`src/rtl/fetch_if.sv`:
```
`default_nettype none
// ============================================================================
// Module      : fetch_if
// Description : Fetch-stage signal bundle. It carries the decode
//               handshake, the execute redirect and the synchronous
//               instruction-memory port. The master modport is the fetch
//               unit's view and the slave modport is the environment's view.
// Revision    : 1.0  initial release
// ============================================================================
interface fetch_if;
    logic        stall;
    logic        redirect;
    logic [31:0] redirect_pc;
    logic        imem_en;
    logic [31:0] imem_addr;
    logic [31:0] imem_rdata;
    logic        decode_valid;
    logic [31:0] decode_inst;
    logic [31:0] decode_pc;
    logic        misalign_err;
    logic [31:0] fetch_count;

    modport master (
        input  stall,
        input  redirect,
        input  redirect_pc,
        input  imem_rdata,
        output imem_en,
        output imem_addr,
        output decode_valid,
        output decode_inst,
        output decode_pc,
        output misalign_err,
        output fetch_count
    );

    modport slave (
        output stall,
        output redirect,
        output redirect_pc,
        output imem_rdata,
        input  imem_en,
        input  imem_addr,
        input  decode_valid,
        input  decode_inst,
        input  decode_pc,
        input  misalign_err,
        input  fetch_count
    );
endinterface
`default_nettype wire

```
`src/rtl/fetch_unit.sv`:
```
`default_nettype none
// ============================================================================
// Module      : fetch_unit
// Description : Single-issue instruction fetch stage. It issues one read per
//               cycle to a synchronous instruction memory with one cycle of
//               latency. A one-entry hold buffer keeps the presented
//               instruction stable while decode stalls. A redirect takes
//               priority over a stall and costs one cycle. A misaligned
//               redirect target sets a sticky error bit.
// Revision    : 1.0  initial release
// ============================================================================
module fetch_unit #(
    parameter logic [31:0] RESET_PC = 32'h4000_0000
) (
    input  wire logic clk,
    input  wire logic rst,
    fetch_if.master   bus
);

    logic [31:0] r_fetch_pc;
    logic        r_req_pending;
    logic [31:0] r_req_pc;
    logic        r_hold_valid;
    logic [31:0] r_hold_inst;
    logic [31:0] r_hold_pc;
    logic        r_misalign_err;
    logic [31:0] r_fetch_count;

    logic        w_imem_en;
    logic [31:0] w_imem_addr;
    logic        w_decode_valid;
    logic        w_accept;
    logic        w_capture;

    // A redirect always reads its word-aligned target, even under stall.
    // Otherwise a new read is issued only when decode is free to move on.
    assign w_imem_en   = !rst && (bus.redirect || !bus.stall);
    assign w_imem_addr = bus.redirect ? {bus.redirect_pc[31:2], 2'b00} : r_fetch_pc;

    // An instruction is live if it is held or if a read returns this cycle.
    // The reset term keeps decode_valid low while rst is high, before the
    // registers have been cleared.
    assign w_decode_valid = !rst && (r_hold_valid || r_req_pending);
    assign w_accept       = w_decode_valid && !bus.stall;

    // Memory data lasts only one cycle, so a stalled live response is
    // copied into the hold buffer. A redirect makes that response
    // wrong-path, so it is not captured.
    assign w_capture = r_req_pending && bus.stall && !r_hold_valid && !bus.redirect;

    assign bus.imem_en      = w_imem_en;
    assign bus.imem_addr    = w_imem_addr;
    assign bus.decode_valid = w_decode_valid;
    assign bus.decode_inst  = r_hold_valid ? r_hold_inst : bus.imem_rdata;
    assign bus.decode_pc    = r_hold_valid ? r_hold_pc   : r_req_pc;
    assign bus.misalign_err = !rst && r_misalign_err;
    assign bus.fetch_count  = rst ? 32'd0 : r_fetch_count;

    // Fetch PC and outstanding-read tracking. The PC advances past every
    // issued read and wraps modulo 2^32.
    always_ff @(posedge clk) begin
        if (rst) begin
            r_fetch_pc    <= RESET_PC;
            r_req_pending <= 1'b0;
            r_req_pc      <= RESET_PC;
        end else begin
            if (w_imem_en) begin
                r_fetch_pc <= w_imem_addr + 32'd4;
            end
            r_req_pending <= w_imem_en;
            r_req_pc      <= w_imem_addr;
        end
    end

    // Hold-buffer valid flag. A redirect or an accept empties the buffer;
    // a stalled live response fills it.
    always_ff @(posedge clk) begin
        if (rst) begin
            r_hold_valid <= 1'b0;
        end else if (bus.redirect || w_accept) begin
            r_hold_valid <= 1'b0;
        end else if (w_capture) begin
            r_hold_valid <= 1'b1;
        end
    end

    // Hold-buffer payload. It only has meaning while r_hold_valid is set,
    // so it needs no reset.
    always_ff @(posedge clk) begin
        if (w_capture) begin
            r_hold_inst <= bus.imem_rdata;
            r_hold_pc   <= r_req_pc;
        end
    end

    // Sticky misalignment flag and the accepted-instruction counter.
    // An accept in a redirect cycle is wrong-path and is not counted.
    always_ff @(posedge clk) begin
        if (rst) begin
            r_misalign_err <= 1'b0;
            r_fetch_count  <= 32'd0;
        end else begin
            if (bus.redirect && (bus.redirect_pc[1:0] != 2'b00)) begin
                r_misalign_err <= 1'b1;
            end
            if (w_accept && !bus.redirect) begin
                r_fetch_count <= r_fetch_count + 32'd1;
            end
        end
    end

endmodule
`default_nettype wire

```
`src/flat_wrapper.sv`:
```
// flat-port wrapper written by rule: the top's interface ports become plain ports
module fetch_unit_flat 
#(
    parameter logic [31:0] RESET_PC = 32'h4000_0000
)
  (clk, rst, bus_stall, bus_redirect, bus_redirect_pc, bus_imem_rdata, bus_imem_en, bus_imem_addr, bus_decode_valid, bus_decode_inst, bus_decode_pc, bus_misalign_err, bus_fetch_count);
  fetch_if bus_i ();
  input  wire logic clk;
  input  wire logic rst;
  input wire logic [$bits(bus_i.stall)-1:0] bus_stall;
  input wire logic [$bits(bus_i.redirect)-1:0] bus_redirect;
  input wire logic [$bits(bus_i.redirect_pc)-1:0] bus_redirect_pc;
  input wire logic [$bits(bus_i.imem_rdata)-1:0] bus_imem_rdata;
  output wire logic [$bits(bus_i.imem_en)-1:0] bus_imem_en;
  output wire logic [$bits(bus_i.imem_addr)-1:0] bus_imem_addr;
  output wire logic [$bits(bus_i.decode_valid)-1:0] bus_decode_valid;
  output wire logic [$bits(bus_i.decode_inst)-1:0] bus_decode_inst;
  output wire logic [$bits(bus_i.decode_pc)-1:0] bus_decode_pc;
  output wire logic [$bits(bus_i.misalign_err)-1:0] bus_misalign_err;
  output wire logic [$bits(bus_i.fetch_count)-1:0] bus_fetch_count;
  assign bus_i.stall = bus_stall;
  assign bus_i.redirect = bus_redirect;
  assign bus_i.redirect_pc = bus_redirect_pc;
  assign bus_i.imem_rdata = bus_imem_rdata;
  assign bus_imem_en = bus_i.imem_en;
  assign bus_imem_addr = bus_i.imem_addr;
  assign bus_decode_valid = bus_i.decode_valid;
  assign bus_decode_inst = bus_i.decode_inst;
  assign bus_decode_pc = bus_i.decode_pc;
  assign bus_misalign_err = bus_i.misalign_err;
  assign bus_fetch_count = bus_i.fetch_count;
  fetch_unit #(.RESET_PC(RESET_PC)) u_core (.clk(clk), .rst(rst), .bus(bus_i));
endmodule
```
`config.mk`:
```
export PLATFORM = sky130hd
export DESIGN_NAME = fetch_unit_flat
export DESIGN_NICKNAME = d
export VERILOG_FILES = /design/src/rtl/fetch_if.sv /design/src/rtl/fetch_unit.sv /design/src/flat_wrapper.sv
export SDC_FILE = /design/constraint.sdc
export NUM_CORES = 1
export LEC_CHECK = 0
export CAP_MARGIN = 20
export CORE_ASPECT_RATIO = 0.75
export CORE_MARGIN = 1.5
export CORE_UTILIZATION = 33
export DETAILED_ROUTE_END_ITERATION = 16
export GPL_TIMING_DRIVEN = 0
export PLACE_DENSITY = 0.67
export SYNTH_ARGS = -nofsm -noshare
export SYNTH_HDL_FRONTEND = slang
export SYNTH_SLANG_ARGS = --single-unit
```
`constraint.sdc`:
```
create_clock -name clk -period 9.2 [get_ports clk]
set_clock_uncertainty 0.05 [all_clocks]
set_input_delay 0.92 -clock clk [delete_from_list [all_inputs] [get_ports clk]]
set_output_delay 0.92 -clock clk [all_outputs]
set_load 0.01 [all_outputs]
```
==> results of run 1 <==
-- worst max-delay path by stage --
stage	from	endpoint	slack, ns	depth (start not counted)
finish	rst	bus_fetch_count[5]	4.46	6
global route	rst	bus_fetch_count[5]	4.29	6
CTS	rst	bus_fetch_count[5]	4.43	6
detailed placement	rst	bus_fetch_count[5]	4.44	6
global placement	bus_redirect	u_core.r_hold_inst[17]	-1.09	7
floorplan	bus_redirect	u_core.r_hold_inst[0]	2.01	7
-- report_power, final --
group	internal, mW	switching [mW]
registers	0.776	0.0139
clock network	0.398	0.314
logic	0.121	0.113
total	1.30	0.441
-- Yosys cell counts, types with 18 or more instances --
cell | number | area share, %
a21oi_1 | 21 | 1.4
clkbuf_1 | 22 | 1.1
dfxtp_1 | 99 | 26
edfxtp_1 | 64 | 25
inv_1 | 38 | 1.9
mux2_2 | 79 | 12
mux2i_1 | 18 | 2.4
nand2_1 | 56 | 2.8
nand3_1 | 29 | 1.9
nand4_1 | 21 | 1.7
nor2_1 | 57 | 2.8
nor2b_1 | 27 | 2.2
o21ai_0 | 20 | 1.3
xnor2_1 | 27 | 3.1
-- metal layers --
metal	wire, um	vias up	share of wire (%)	track usage (%)
met5	0	-	0	0
met4	224	0	0.99	4.03
met3	1610	21	7.1	4.98
met2	10100	229	44	29.0
met1	10800	2996	48	26.2
li1	-	3065	-	-
-- flip-flops by register name, summed over array words and instances, names as in the netlist --
| name | cells |
|---|---|
| u_core.r_hold_valid | 1 |
| u_core.r_hold_pc | 32 |
| u_core.r_fetch_count | 32 |
| u_core.r_req_pc | 32 |
| u_core.r_misalign_err | 1 |
| u_core.r_fetch_pc | 32 |
| u_core.r_hold_inst | 32 |
| u_core.r_req_pending | 1 |
-- placed cells by master (no fill, tap or decap), types with 6 or more instances in the layout --
| master | count |
|---|---|
| a21oi_1 | 21 |
| and2_1 | 17 |
| and4_1 | 8 |
| buf_6 | 10 |
| clkbuf_1 | 23 |
| clkbuf_16 | 18 |
| clkdlybuf4s50_1 | 196 |
| dfxtp_1 | 99 |
| edfxtp_1 | 64 |
| inv_1 | 38 |
| inv_6 | 8 |
| mux2_2 | 79 |
| mux2i_1 | 18 |
| nand2_1 | 56 |
| nand3_1 | 29 |
| nand3b_1 | 6 |
| nand4_1 | 21 |
| nor2_1 | 57 |
| nor2b_1 | 27 |
| nor3_1 | 12 |
| nor4_1 | 6 |
| o21ai_0 | 20 |
| or3_1 | 10 |
| or4_1 | 6 |
| xnor2_1 | 27 |
-- kinds of logic after synthesis --
family / Yosys count / share of synthesized area [%]
XOR/XNOR: 30 / 3.44
AND/OR/NAND/NOR: 273 / 19.2
multiplexers: 98 / 14.2
flip-flops: 163 / 51.2
adder cells (fa/ha/maj): 2 / 0.328
buffers and inverters: 74 / 4.16
AO/OA/AOI/OAI: 86 / 7.51
-- stage by stage --
step | power, mW | utilization (%) | setup slack (ns) | hold WS (ns)
after global routing | 1.80 | 47.5 | 4.29 | 0.383
after detailed placement | 1.04 | 44.9 | 4.44 | 0.362
after CTS | 1.76 | 47.5 | 4.43 | 0.376
after floorplan | 0.910 | - | 2.01 | 0.354
after global placement | 1.04 | 44.6 | -1.09 | 0.356
final | 1.74 | 47.5 | 4.46 | 0.369
-- cell type report --
type / count / area [um2]
Fill cell: 2085 / 11700
Sequential cell: 163 / 3900
Multi-Input combinational cell: 489 / 3410
Timing Repair Buffer: 202 / 2030
Clock buffer: 19 / 454
Tap cell: 294 / 368
Buffer: 35 / 171
Inverter: 39 / 146
Clock inverter: 13 / 134
==> results.sh, run 1 <==
export IMPL_avgSynthCellArea_um2=10.5
export IMPL_worst_path_buf_inv=5
export IMPL_clk_pin_slew_ns=0.07
export IMPL_cap_violations=0
export IMPL_cts_resized=0
export IMPL_critPathRequiredTime_ns=8.23
export IMPL_grt_start_max_net_pins=17
export IMPL_vias=6311
export IMPL_first_global_vias=5884
export IMPL_endpoint_kind="output pin"
export IMPL_max_stage_delay_ns=0.66
export IMPL_min_period_over_period_pct=51.5
export IMPL_routedWlPerCell_um=18.1
export IMPL_synthDistinctLibCells=62
export IMPL_yosysWarnings=0
export IMPL_cp_max_fo=10
export IMPL_pin_count=199
export IMPL_maxSlewViolCount=0
export IMPL_portBuffers=196
export IMPL_clock_latency_ns=0.43
export IMPL_cts_tree="yes"
export IMPL_placeableCoreArea_um2=22300
export IMPL_antenna_found_initial=0
export IMPL_design_die_area_um2=24100
export IMPL_period_minus_slack_ns=4.74
export IMPL_ys_ff_latch=163
export IMPL_finalSetupViolCount=0
export IMPL_crit_type="in -> out"
export IMPL_fmax_mhz=211
export IMPL_crit_arrival_ns=3.77
export IMPL_synth_nets=796
export IMPL_critPathLaunchType="input port"
export IMPL_fp_dieH_um=135
export IMPL_drc_errors=0
export IMPL_cp_top_family="buffers and inverters"
export IMPL_instances_no_fill=1254
export IMPL_grt_first_pass_wirelength_um=34000
export IMPL_clockBufferDepth=2
export IMPL_gp_congestion=0.848
export IMPL_outcome="finished clean"
export IMPL_rr_startpoint="u_core.r_hold_valid"
export IMPL_cts_num_sinks=163
export IMPL_initial_core_util_pct=34.1
export IMPL_drive_above_1_share_pct=14.2
export IMPL_rsz0062_at_grt="no"
export IMPL_critPathSlowestCell="buf_1"
export IMPL_worstReg2RegEnd="u_core.r_hold_inst[12]"
export IMPL_syn_area_um2=7630
export IMPL_min_path_cells=0
export IMPL_cts_made_buffers=17
export IMPL_avgViaCountPerCell=5.03
export IMPL_syn2layout_area_growth_pct=39.2
export IMPL_r2r_cells=6
export IMPL_holdCritPathClass="reg -> reg"
export IMPL_final_antenna_net_count=0
export IMPL_grtUsageTotal_pct=18.7
export IMPL_synth_edf_count=64
export IMPL_final_cell_area_um2=10600
export IMPL_fin_setup_tns_ns=0
export IMPL_synth_flop_cell="dfxtp_1"
export IMPL_worst_slew_margin_rel_pct=47.6
export IMPL_finalHoldViolCount=0
export IMPL_insertedDiodeCount=0
export IMPL_rrSetupSlack_ns=6.59
export IMPL_h_tree_depth=4
export IMPL_cp_cell_sequence="clkdlybuf4s50_1 -> clkbuf_1 -> clkbuf_1 -> buf_1 -> nor2_1 -> clkdlybuf4s50_1"
export IMPL_drt_pass1_iterations=5
export IMPL_cts_setup_buffers=0
export IMPL_hold_path_end="u_core.r_hold_pc[7]"
export IMPL_ys_seq_area_share_pct=51.2
export IMPL_postPlaceCellArea_um2=10000
export IMPL_root_buffer="clkbuf_16"
export IMPL_finalNetCount=1017
export IMPL_tightest_slew_ns=0.785
export IMPL_gr_total_overflow=0
export IMPL_post_dp_hpwl_um=16900
export IMPL_hp_start="u_core.r_req_pc[7]"
export IMPL_postRouteWirelength_um=22700
export IMPL_rows=47
export IMPL_leakage_nw=3.83
export IMPL_dp_cells=1222
export IMPL_p_per_area_nw_per_um2=163
export IMPL_synthArstFlopShare_pct=0
export IMPL_die_w_um=179
export IMPL_hold_buffers=0
export IMPL_synthCells=726
export IMPL_drt_iter0_drc=458
export IMPL_ir_drop_mv=0.129
(Power assumes the default switching activity.)
==> run 2, diff against run 1 <==
PLACE_DENSITY = 0.69   (was 0.67)
clock period = 4.2 ns   (was 9.2 ns; I/O delays follow)
==> results.sh, run 2 (synthesis results as in run 1) <==
export IMPL_design_die_area_um2=24100
export IMPL_rr_startpoint="u_core.r_hold_valid"
export IMPL_grt_start_max_net_pins=22
export IMPL_gp_congestion=0.870
export IMPL_h_tree_depth=4
export IMPL_portBuffers=196
export IMPL_leakage_nw=3.85
export IMPL_tightest_slew_ns=0.822
export IMPL_rsz0062_at_grt="no"
export IMPL_die_w_um=179
export IMPL_clockBufferDepth=2
export IMPL_gr_total_overflow=0
export IMPL_drt_pass1_iterations=5
export IMPL_insertedDiodeCount=0
export IMPL_outcome="finished clean"
export IMPL_layout_common_cells="196 x clkdlybuf4s50_1, 99 x dfxtp_1, 79 x mux2_2"
export IMPL_root_buffer="clkbuf_16"
export IMPL_worst_slack_ns=0.505
export IMPL_final_common_cell="clkdlybuf4s50_1"
export IMPL_avgViaCountPerCell=5.06
export IMPL_ir_drop_mv=0.273
export IMPL_cts_made_buffers=17
export IMPL_fillers=2040
export IMPL_drt_iter0_drc=359
export IMPL_r2r_cells=7
export IMPL_antenna_found_initial=0
export IMPL_rrSetupSlack_ns=1.53
export IMPL_placeableCoreArea_um2=22300
export IMPL_fp_dieH_um=135
export IMPL_place_ws_ns=0.245
export IMPL_total_power_mw=3.92
export IMPL_critPathLaunchType="input port"
export IMPL_cts_setup_buffers=0
export IMPL_drive_above_1_share_pct=13.6
export IMPL_crit_arrival_ns=3.22
export IMPL_worstReg2RegEnd="u_core.r_hold_inst[19]"
export IMPL_endpoint_kind="output pin"
export IMPL_hold_ws_ns=0.378
export IMPL_cp_max_fo=10
export IMPL_finalSetupViolCount=0
export IMPL_cts_tree="yes"
export IMPL_fmax_mhz=271
export IMPL_rows=47
export IMPL_routedWlPerCell_um=18.3
export IMPL_period_minus_slack_ns=3.69
export IMPL_postRouteWirelength_um=22900
export IMPL_hp_start="u_core.r_req_pc[17]"
export IMPL_clk_pin_slew_ns=0.07
export IMPL_syn2layout_area_growth_pct=40.3
export IMPL_holdCritPathClass="reg -> reg"
export IMPL_grtUsageTotal_pct=18.8
export IMPL_cts_num_sinks=163
export IMPL_p_per_area_nw_per_um2=366
export IMPL_clock_latency_ns=0.43
export IMPL_drc_errors=0
export IMPL_crit_start="rst"
export IMPL_crit_type="in -> out"
export IMPL_maxSlewViolCount=0
export IMPL_pin_count=199
export IMPL_final_antenna_net_count=0
export IMPL_hold_buffers=0
export IMPL_vias=6324
export IMPL_worst_slew_margin_rel_pct=45.0
export IMPL_min_path_cells=0
export IMPL_post_dp_hpwl_um=17000
export IMPL_hold_path_end="u_core.r_hold_pc[17]"
export IMPL_initial_core_util_pct=34.1
export IMPL_critPathRequiredTime_ns=3.73
export IMPL_finalNetCount=1015
export IMPL_finalHoldViolCount=0
export IMPL_first_global_vias=6051
export IMPL_grt_first_pass_wirelength_um=34100
export IMPL_cts_resized=0
export IMPL_min_period_over_period_pct=88.0
export IMPL_cap_violations=0
-- run 2: cell count changes in the layout (fill, tap and decap cells not counted), sizes merged --
cell and change:
clkinv +1, inv -8, buf -2, clkbuf +3, bufinv +3
-- run 2: critical path: stages --
cell             delay (ns)
clkdlybuf4s50_1        0.53
clkbuf_1               0.44
clkbuf_1               0.52
buf_1                  0.64
nor2_1                 0.14
clkdlybuf4s50_1        0.52
-- run 2: power breakdown --
part           switching [mW]  total [mW]  leakage [nW]  internal, mW
registers              0.0303        1.73          1.40          1.70
clock network           0.638        1.67         0.299          1.03
logic                   0.249       0.519          2.15         0.270
-- run 2: layer usage --
metal / vias to the layer above / global-route usage (%) / wire length [um]
li1: 3052 / - / -
met1: 3003 / 26.3 / 10900
met2: 247 / 28.5 / 9920
met3: 22 / 4.84 / 1760
met4: 0 / 5.42 / 335
met5: - / 0 / 0
-- run 2: layout make-up --
| type | count | area, um2 | area share (%) |
|---|---|---|---|
| clock inverters | 9 | 155 | 1.45 |
| plain buffers | 35 | 171 | 1.60 |
| clock buffers | 22 | 465 | 4.35 |
| repair buffers | 200 | 2070 | 19.4 |
| inverters | 39 | 146 | 1.37 |
| well taps | 294 | 368 | 3.44 |
| multi-input cells | 489 | 3420 | 32.0 |
| flip-flops and latches | 163 | 3900 | 36.5 |
-- run 2: worst max-delay path by stage --
stage                     slack (ns)                     end
final                           0.51      bus_fetch_count[5]
after global routing            0.28      bus_fetch_count[5]
after CTS                       0.36      bus_fetch_count[5]
after detailed placement        0.25   u_core.r_fetch_pc[28]
after global placement         -0.64  u_core.r_hold_inst[11]
after floorplan                 0.67   u_core.r_hold_inst[0]
-- run 2: metrics by stage --
| stage | setup TNS [ns] | instances | util [%] | instance area, um2 |
|---|---|---|---|---|
| 6_report | 0 | 1251 | 47.9 | 10700 |
| 5_1_grt | 0 | 1251 | 47.9 | 10700 |
| 4_1_cts | 0 | 1251 | 47.9 | 10700 |
| 3_5_place_dp | 0 | 1220 | 45.1 | 10100 |
| 3_3_place_gp | -40.40 | 1216 | 44.6 | 9970 |
| 2_1_floorplan | 0 | 726 | - | 7640 |
==> run 3, diff against run 2 <==
GPL_TIMING_DRIVEN = 1   (was 0)
==> results.sh, run 3 (synthesis results as in run 1) <==
export IMPL_worst_path_buf_inv=5
export IMPL_critPathRequiredTime_ns=3.73
export IMPL_hold_buffers=0
export IMPL_grt_use_met2_pct=26.3
export IMPL_postRouteWirelength_um=20900
export IMPL_rsz0062_at_grt="no"
export IMPL_rrSetupSlack_ns=1.49
export IMPL_place_ws_ns=1.17
export IMPL_drc_errors=0
export IMPL_crit_arrival_ns=2.60
export IMPL_tightest_slew_ns=0.948
export IMPL_maxSlewViolCount=0
export IMPL_finalNetCount=990
export IMPL_min_period_over_period_pct=73.0
export IMPL_period_minus_slack_ns=3.07
export IMPL_endpoint_kind="output pin"
export IMPL_layout_common_cells="196 x clkdlybuf4s50_1, 98 x dfxtp_1, 79 x mux2_2"
export IMPL_vias=6106
export IMPL_initial_core_util_pct=34.1
export IMPL_post_dp_hpwl_um=15000
export IMPL_crit_type="in -> out"
export IMPL_cp_top_family="buffers and inverters"
export IMPL_cts_tree="yes"
export IMPL_multiInputGateArea_um2=3420
export IMPL_cts_num_sinks=163
export IMPL_hold_ws_ns=0.378
export IMPL_ir_drop_mv=0.250
export IMPL_placeableCoreArea_um2=22300
export IMPL_grtUsageTotal_pct=17.2
export IMPL_clock_latency_ns=0.42
export IMPL_finalHoldViolCount=0
export IMPL_cp_cell_sequence="buf_2 -> buf_4 -> inv_1 -> a21boi_0 -> inv_1 -> clkdlybuf4s50_1"
export IMPL_grt_most_used_layer="met2"
export IMPL_use_met1_pct=23.9
export IMPL_final_antenna_net_count=0
export IMPL_pin_count=199
export IMPL_leakage_nw=3.76
export IMPL_fillers=2100
export IMPL_cap_violations=0
export IMPL_final_core_util_pct=46.9
export IMPL_first_global_vias=5821
export IMPL_cts_setup_buffers=0
export IMPL_total_power_mw=3.69
export IMPL_design_die_area_um2=24100
export IMPL_gr_total_overflow=0
export IMPL_fmax_mhz=326
export IMPL_critPathLaunchType="input port"
export IMPL_clk_pin_slew_ns=0.06
export IMPL_clockBufferDepth=2
export IMPL_critPathMostFrequentCell="inv_1"
export IMPL_drt_pass1_iterations=5
export IMPL_p_per_area_nw_per_um2=353
export IMPL_gp_congestion=0.830
export IMPL_fin_setup_tns_ns=0
export IMPL_critPathSlowestCell="a21boi_0"
export IMPL_holdCritPathClass="reg -> reg"
export IMPL_drive_above_1_share_pct=14.5
export IMPL_cts_made_buffers=17
export IMPL_grt_start_max_net_pins=67
export IMPL_seqCellArea_um2=3910
export IMPL_worst_slack_ns=1.13
export IMPL_h_tree_depth=4
export IMPL_finalSetupViolCount=0
export IMPL_insertedDiodeCount=0
export IMPL_cp_max_fo=22
export IMPL_die_w_um=179
export IMPL_syn2layout_area_growth_pct=37.2
export IMPL_cts_resized=0
export IMPL_root_buffer="clkbuf_16"
export IMPL_final_common_cell="clkdlybuf4s50_1"
export IMPL_met3_usage_pct=5.10
export IMPL_worst_slew_margin_rel_pct=36.8
export IMPL_rows=47
export IMPL_portBuffers=198
export IMPL_drt_iter0_drc=334
export IMPL_antenna_found_initial=0
export IMPL_max_stage_delay_ns=0.54
export IMPL_fp_dieH_um=135
export IMPL_routedWlPerCell_um=17.0
export IMPL_grt_first_pass_wirelength_um=32000
export IMPL_avgViaCountPerCell=4.98
export IMPL_outcome="finished clean"
-- run 3: worst paths after layout --
kind | from | end | cells past startpoint
min reg2reg | u_core.r_req_pc[4] | u_core.r_hold_pc[4] | 0
max | bus_redirect | bus_imem_addr[26] | 6
min | u_core.r_req_pc[4] | u_core.r_hold_pc[4] | 0
max reg2reg | u_core.r_hold_valid | u_core.r_fetch_count[29] | 5
-- run 3: metal layers --
metal  vias up  wire [um]
met1      2889      10200
met5         -          0
met3        14       1630
li1       2998          -
met2       205       8950
met4         0        147
-- run 3: worst register-to-register path: cells and delay by family (launching register included) --
family,cells,cell delay (ns)
multiplexers,1,0.36
AO/OA/AOI/OAI,1,0.38
AND/OR/NAND/NOR,3,0.84
flip-flops,1,0.97
-- run 3: power by group --
group | internal [mW] | switching (mW)
clock network | 0.777 | 0.688
logic | 0.262 | 0.228
registers | 1.70 | 0.0376
-- run 3: per-stage QoR --
stage	instances	cell area, um2
6_report	1227	10500
5_1_grt	1227	10500
4_1_cts	1227	10500
3_5_place_dp	1195	9920
3_3_place_gp	1195	9920
2_1_floorplan	726	7640
-- run 3: cell type report --
type,count,area share [%]
Clock buffer,18,4.10
Clock inverter,14,1.16
Inverter,39,1.40
Multi-Input combinational cell,489,32.7
Sequential cell,163,37.3
Tap cell,294,3.51
Timing Repair Buffer,210,19.8
==> edit 1: new RTL, settings of run 3 <==
Make the reset (`rst`) asynchronous in 3 clocked blocks.
--- a/src/rtl/fetch_unit.sv
+++ b/src/rtl/fetch_unit.sv
@@ -60,3 +60,3 @@
     // issued read and wraps modulo 2^32.
-    always_ff @(posedge clk) begin
+    always_ff @(posedge clk or posedge rst) begin
         if (rst) begin
@@ -76,3 +76,3 @@
     // a stalled live response fills it.
-    always_ff @(posedge clk) begin
+    always_ff @(posedge clk or posedge rst) begin
         if (rst) begin
@@ -97,3 +97,3 @@
     // An accept in a redirect cycle is wrong-path and is not counted.
-    always_ff @(posedge clk) begin
+    always_ff @(posedge clk or posedge rst) begin
         if (rst) begin
Behaviour: differs if rst is asserted again (counterexample within 4 cycles, from zero or initial values and one cycle with rst high); with rst held inactive, the same outputs for 10 cycles.
==> edit 1 against run 3 <==
- sequential cell count did not move
- cell area rose by 1.2%
- routed wire length fell by 7.7%
- total power rose by 16%
- synthesized area rose by 0.89%
- worst setup slack improved by 0.13 ns
- register-to-register slack got worse by 0.09 ns
- count of clock-buffer cells in the layout rose by 2
- final cell count fell by 8.0%
- first-iteration DRC count fell by 0.90%
- clock power rose by 8%
==> edit 1: results (changes against run 3) <==
[run_status]
status = finished, final reports clean  ; unchanged

[synth]
syn-num-nets = 689  ; was 796
netlist-cell-type-count = 57  ; was 62
synth.avg_cell_area_um2 = 12.4  ; was 10.5 µm²
synth_ff_type = dfrtp_1  ; was dfxtp_1
synthTopCellsByCount = dfrtp_1, mux2_2, edfxtp_1  ; was dfxtp_1, mux2_2, edfxtp_1

[setup_path]
cpMaxStageDelayCell = dfrtp_4  ; was a21boi_0
cp_max_fo = 68  ; was 22
critPathArrivalTime_ns = 2.46  ; was 2.60 ns
regToRegSetupSlack_ns = 1.40  ; was 1.49 ns
critical_path.top_delay_family = flip-flops  ; was buffers and inverters
reg2regPathDepth = 7  ; was 5

[grt]
grtUsageMet1_pct = 23.2  ; was 23.9%
use_met3_pct = 4.18  ; was 5.10%
first_global_vias = 5292  ; was 5821
met2_usage_pct = 23.6  ; was 26.3%
grt_pass1_wl_mm = 29.8  ; was 32.0 mm
grt_max_degree = 71  ; was 67

[power]
p_sw_share_pct = 26.5  ; was 25.8%
ir_worst_vdd_v = 0.000263  ; was 0.000250 V
p_leak_nw = 4.11  ; was 3.76 nW

[min_path]
hold_end = u_core.r_req_pc[3]$_DFF_PP0_  ; was u_core.r_hold_pc[4]$_DFFE_PP_
whs_path_depth = 2  ; was 0
min_from = bus_redirect  ; was u_core.r_req_pc[4]$_SDFF_PP0_

[cells_and_area]
fin_cells = 1129  ; was 1227
utilization_pct = 46.2  ; was 46.9%
layout-drive-gt1-share_pct = 17.2  ; was 14.5%
nets = 886  ; was 990
fillers = 2081  ; was 2100

[detailed_routing]
drt-vias-per-instance = 4.84  ; was 4.98
wl_per_cell_um = 17.1  ; was 17.0 µm
routed-wl-met3_mm = 1.20  ; was 1.63 mm

[placed_design]
place_area_mm2 = 0.0100  ; was 0.00992 mm²

edit 1: how the worst max path moves through the flow:
stage | start | endpoint | slack (ns) | cells after the start
final | u_core.r_hold_valid$_DFFE_PP0P_ | bus_decode_pc[17] | 1.27 | 2
after global routing | bus_redirect | bus_imem_addr[26] | 1.13 | 5
after CTS | u_core.r_hold_valid$_DFFE_PP0P_ | bus_decode_pc[17] | 1.21 | 2
after detailed placement | bus_redirect_pc[2] | u_core.r_fetch_pc[30]$_DFFE_PP1P_ | 0.93 | 8
after global placement | bus_redirect_pc[2] | u_core.r_fetch_pc[30]$_DFFE_PP1P_ | 1.00 | 8
after floorplan | bus_redirect | u_core.r_hold_inst[0]$_DFFE_PP_ | 0.45 | 5
edit 1: layout make-up:
class | instances | share of cell area [%]
clock inverters | 12 | 1.35
inverters | 15 | 0.555
well taps | 300 | 3.54
repair buffers | 207 | 19.3
flip-flops and latches | 163 | 41.6
multi-input cells | 412 | 29.4
clock buffers | 20 | 4.22
edit 1: power by group through the flow:
stage	Combinational, mW	Clock, mW	Sequential (mW)
floorplan	0.412	0	1.90
detailed placement	0.798	0	1.94
global placement	0.793	0	1.94
CTS	0.802	1.62	1.91
finish	0.789	1.57	1.91
global route	0.856	1.68	1.93
edit 1: logic make-up after synthesis:
logic type / share of synthesized area [%]
AND/OR/NAND/NOR: 15.7
XOR/XNOR: 5.01
multiplexers: 13.6
adder cells (fa/ha/maj): 0.325
flip-flops: 57.2
buffers and inverters: 2.50
AO/OA/AOI/OAI: 5.69
edit 1: worst register-to-register path, stage by stage (launching register included):
cell,delay (ns)
dfrtp_1,0.42
mux2_2,0.22
ha_1,0.26
nand4b_1,0.19
a22oi_2,0.27
nand4_1,0.49
o41a_1,0.57
a221o_1,0.26
==> edit 2: new RTL, config.mk and constraints of run 3 <==
Without the edit above. `RESET_PC` is set to 32'h4000_0000 in 2 places; all go to 32'h30000000.
--- a/src/rtl/fetch_unit.sv
+++ b/src/rtl/fetch_unit.sv
@@ -12,3 +12,3 @@
 module fetch_unit #(
-    parameter logic [31:0] RESET_PC = 32'h4000_0000
+    parameter logic [31:0] RESET_PC = 32'h30000000
 ) (
--- a/src/flat_wrapper.sv
+++ b/src/flat_wrapper.sv
@@ -3,3 +3,3 @@
 #(
-    parameter logic [31:0] RESET_PC = 32'h4000_0000
+    parameter logic [31:0] RESET_PC = 32'h30000000
 )
Check against the original RTL: not equivalent (Yosys sat finds a counterexample within 4 cycles, from zero or initial values and one cycle with rst high).
==> edit 2 against run 3 <==
- sequential cell count did not move
- via count shrank 3.4%
- synthesized area decreased by 0.25%
- count of clock-buffer cells in the layout unchanged
- routed wire length down 3.6%
- synthesized cell count down 0.83%
- sequential power is essentially flat
- cell area fell by 0.42%
- total power grew 2.2%
- worst setup slack improved by 0.071 ns
- critical path type is now reg -> out
- critical endpoint is now bus_decode_valid
==> edit 2: results (changes against run 3) <==
[grt]
grt_pass1_wl_mm = 30.7  ; was 32.0 mm
first_global_vias = 5659  ; was 5821

[placed_design]
place_ws_ns = 1.01  ; was 1.17 ns
dp_cells = 1177  ; was 1195
dp.final_hpwl_mm = 14.1  ; was 15.0 mm
place_area_mm2 = 0.00984  ; was 0.00992 mm²

[synth]
synth_compound_area_share_pct = 5.29  ; was 7.51%
synthAdderAreaFrac_pct = 0.329  ; was 0.328%
synthMuxAreaShare_pct = 13.8  ; was 14.2%
netlist-cell-type-count = 55  ; was 62
synth.avg_cell_area_um2 = 10.6  ; was 10.5 µm²

[cells_and_area]
fillers = 2064  ; was 2100
n_all_inverters = 25  ; was 39
buf_share_pct = 19.6  ; was 19.8%
n_all_buffers = 205  ; was 210
multiInputCombCellCount = 490  ; was 489
multi_input_area_mm2 = 0.00343  ; was 0.00342 mm²
clk_share_pct = 5.62  ; was 5.26%
layout-drive-gt1-share_pct = 14.1  ; was 14.5%
multi_input_area_share_pct = 32.9  ; was 32.7%
sh_seq_area_pct = 37.5  ; was 37.3%
diodes = 1  ; was 0

[run_status]
status = finished, final reports clean  ; unchanged

[timing]
relSlewSlack_pct = 37.8  ; was 36.8%

[power]
pg_clk_mw = 1.55  ; was 1.46 mW
pwr-share-comb_pct = 13.0  ; was 13.3%
p_leak_nw = 3.77  ; was 3.76 nW
seqPwrFrac_pct = 46.1  ; was 47.1%
p_sw_mw = 0.921  ; was 0.953 mW

[detailed_routing]
drt-vias-per-instance = 4.88  ; was 4.98

[setup_path]
critPathArrivalTime_ns = 2.53  ; was 2.60 ns
cp_max_fo = 66  ; was 22

==> edit 2: metal layers <==
layer | wire (µm) | vias to the layer above | track usage (%)
li1 | - | 2898 | -
met1 | 9670 | 2762 | 22.7
met2 | 8590 | 227 | 25.3
met3 | 1790 | 12 | 6.14
met4 | 109 | 0 | 3.24
met5 | 0 | - | 0
==> edit 2: worst paths after layout <==
kind                                         start                                    end  slack (ns)
setup / recovery  u_core.r_hold_valid$_SDFFE_PP0P_                       bus_decode_valid        1.20
hold / removal      u_core.r_req_pc[17]$_SDFF_PP0_         u_core.r_hold_pc[17]$_DFFE_PP_        0.37
setup reg to reg  u_core.r_hold_valid$_SDFFE_PP0P_  u_core.r_fetch_count[31]$_SDFFE_PP0P_        1.33
hold reg to reg     u_core.r_req_pc[17]$_SDFF_PP0_         u_core.r_hold_pc[17]$_DFFE_PP_        0.37
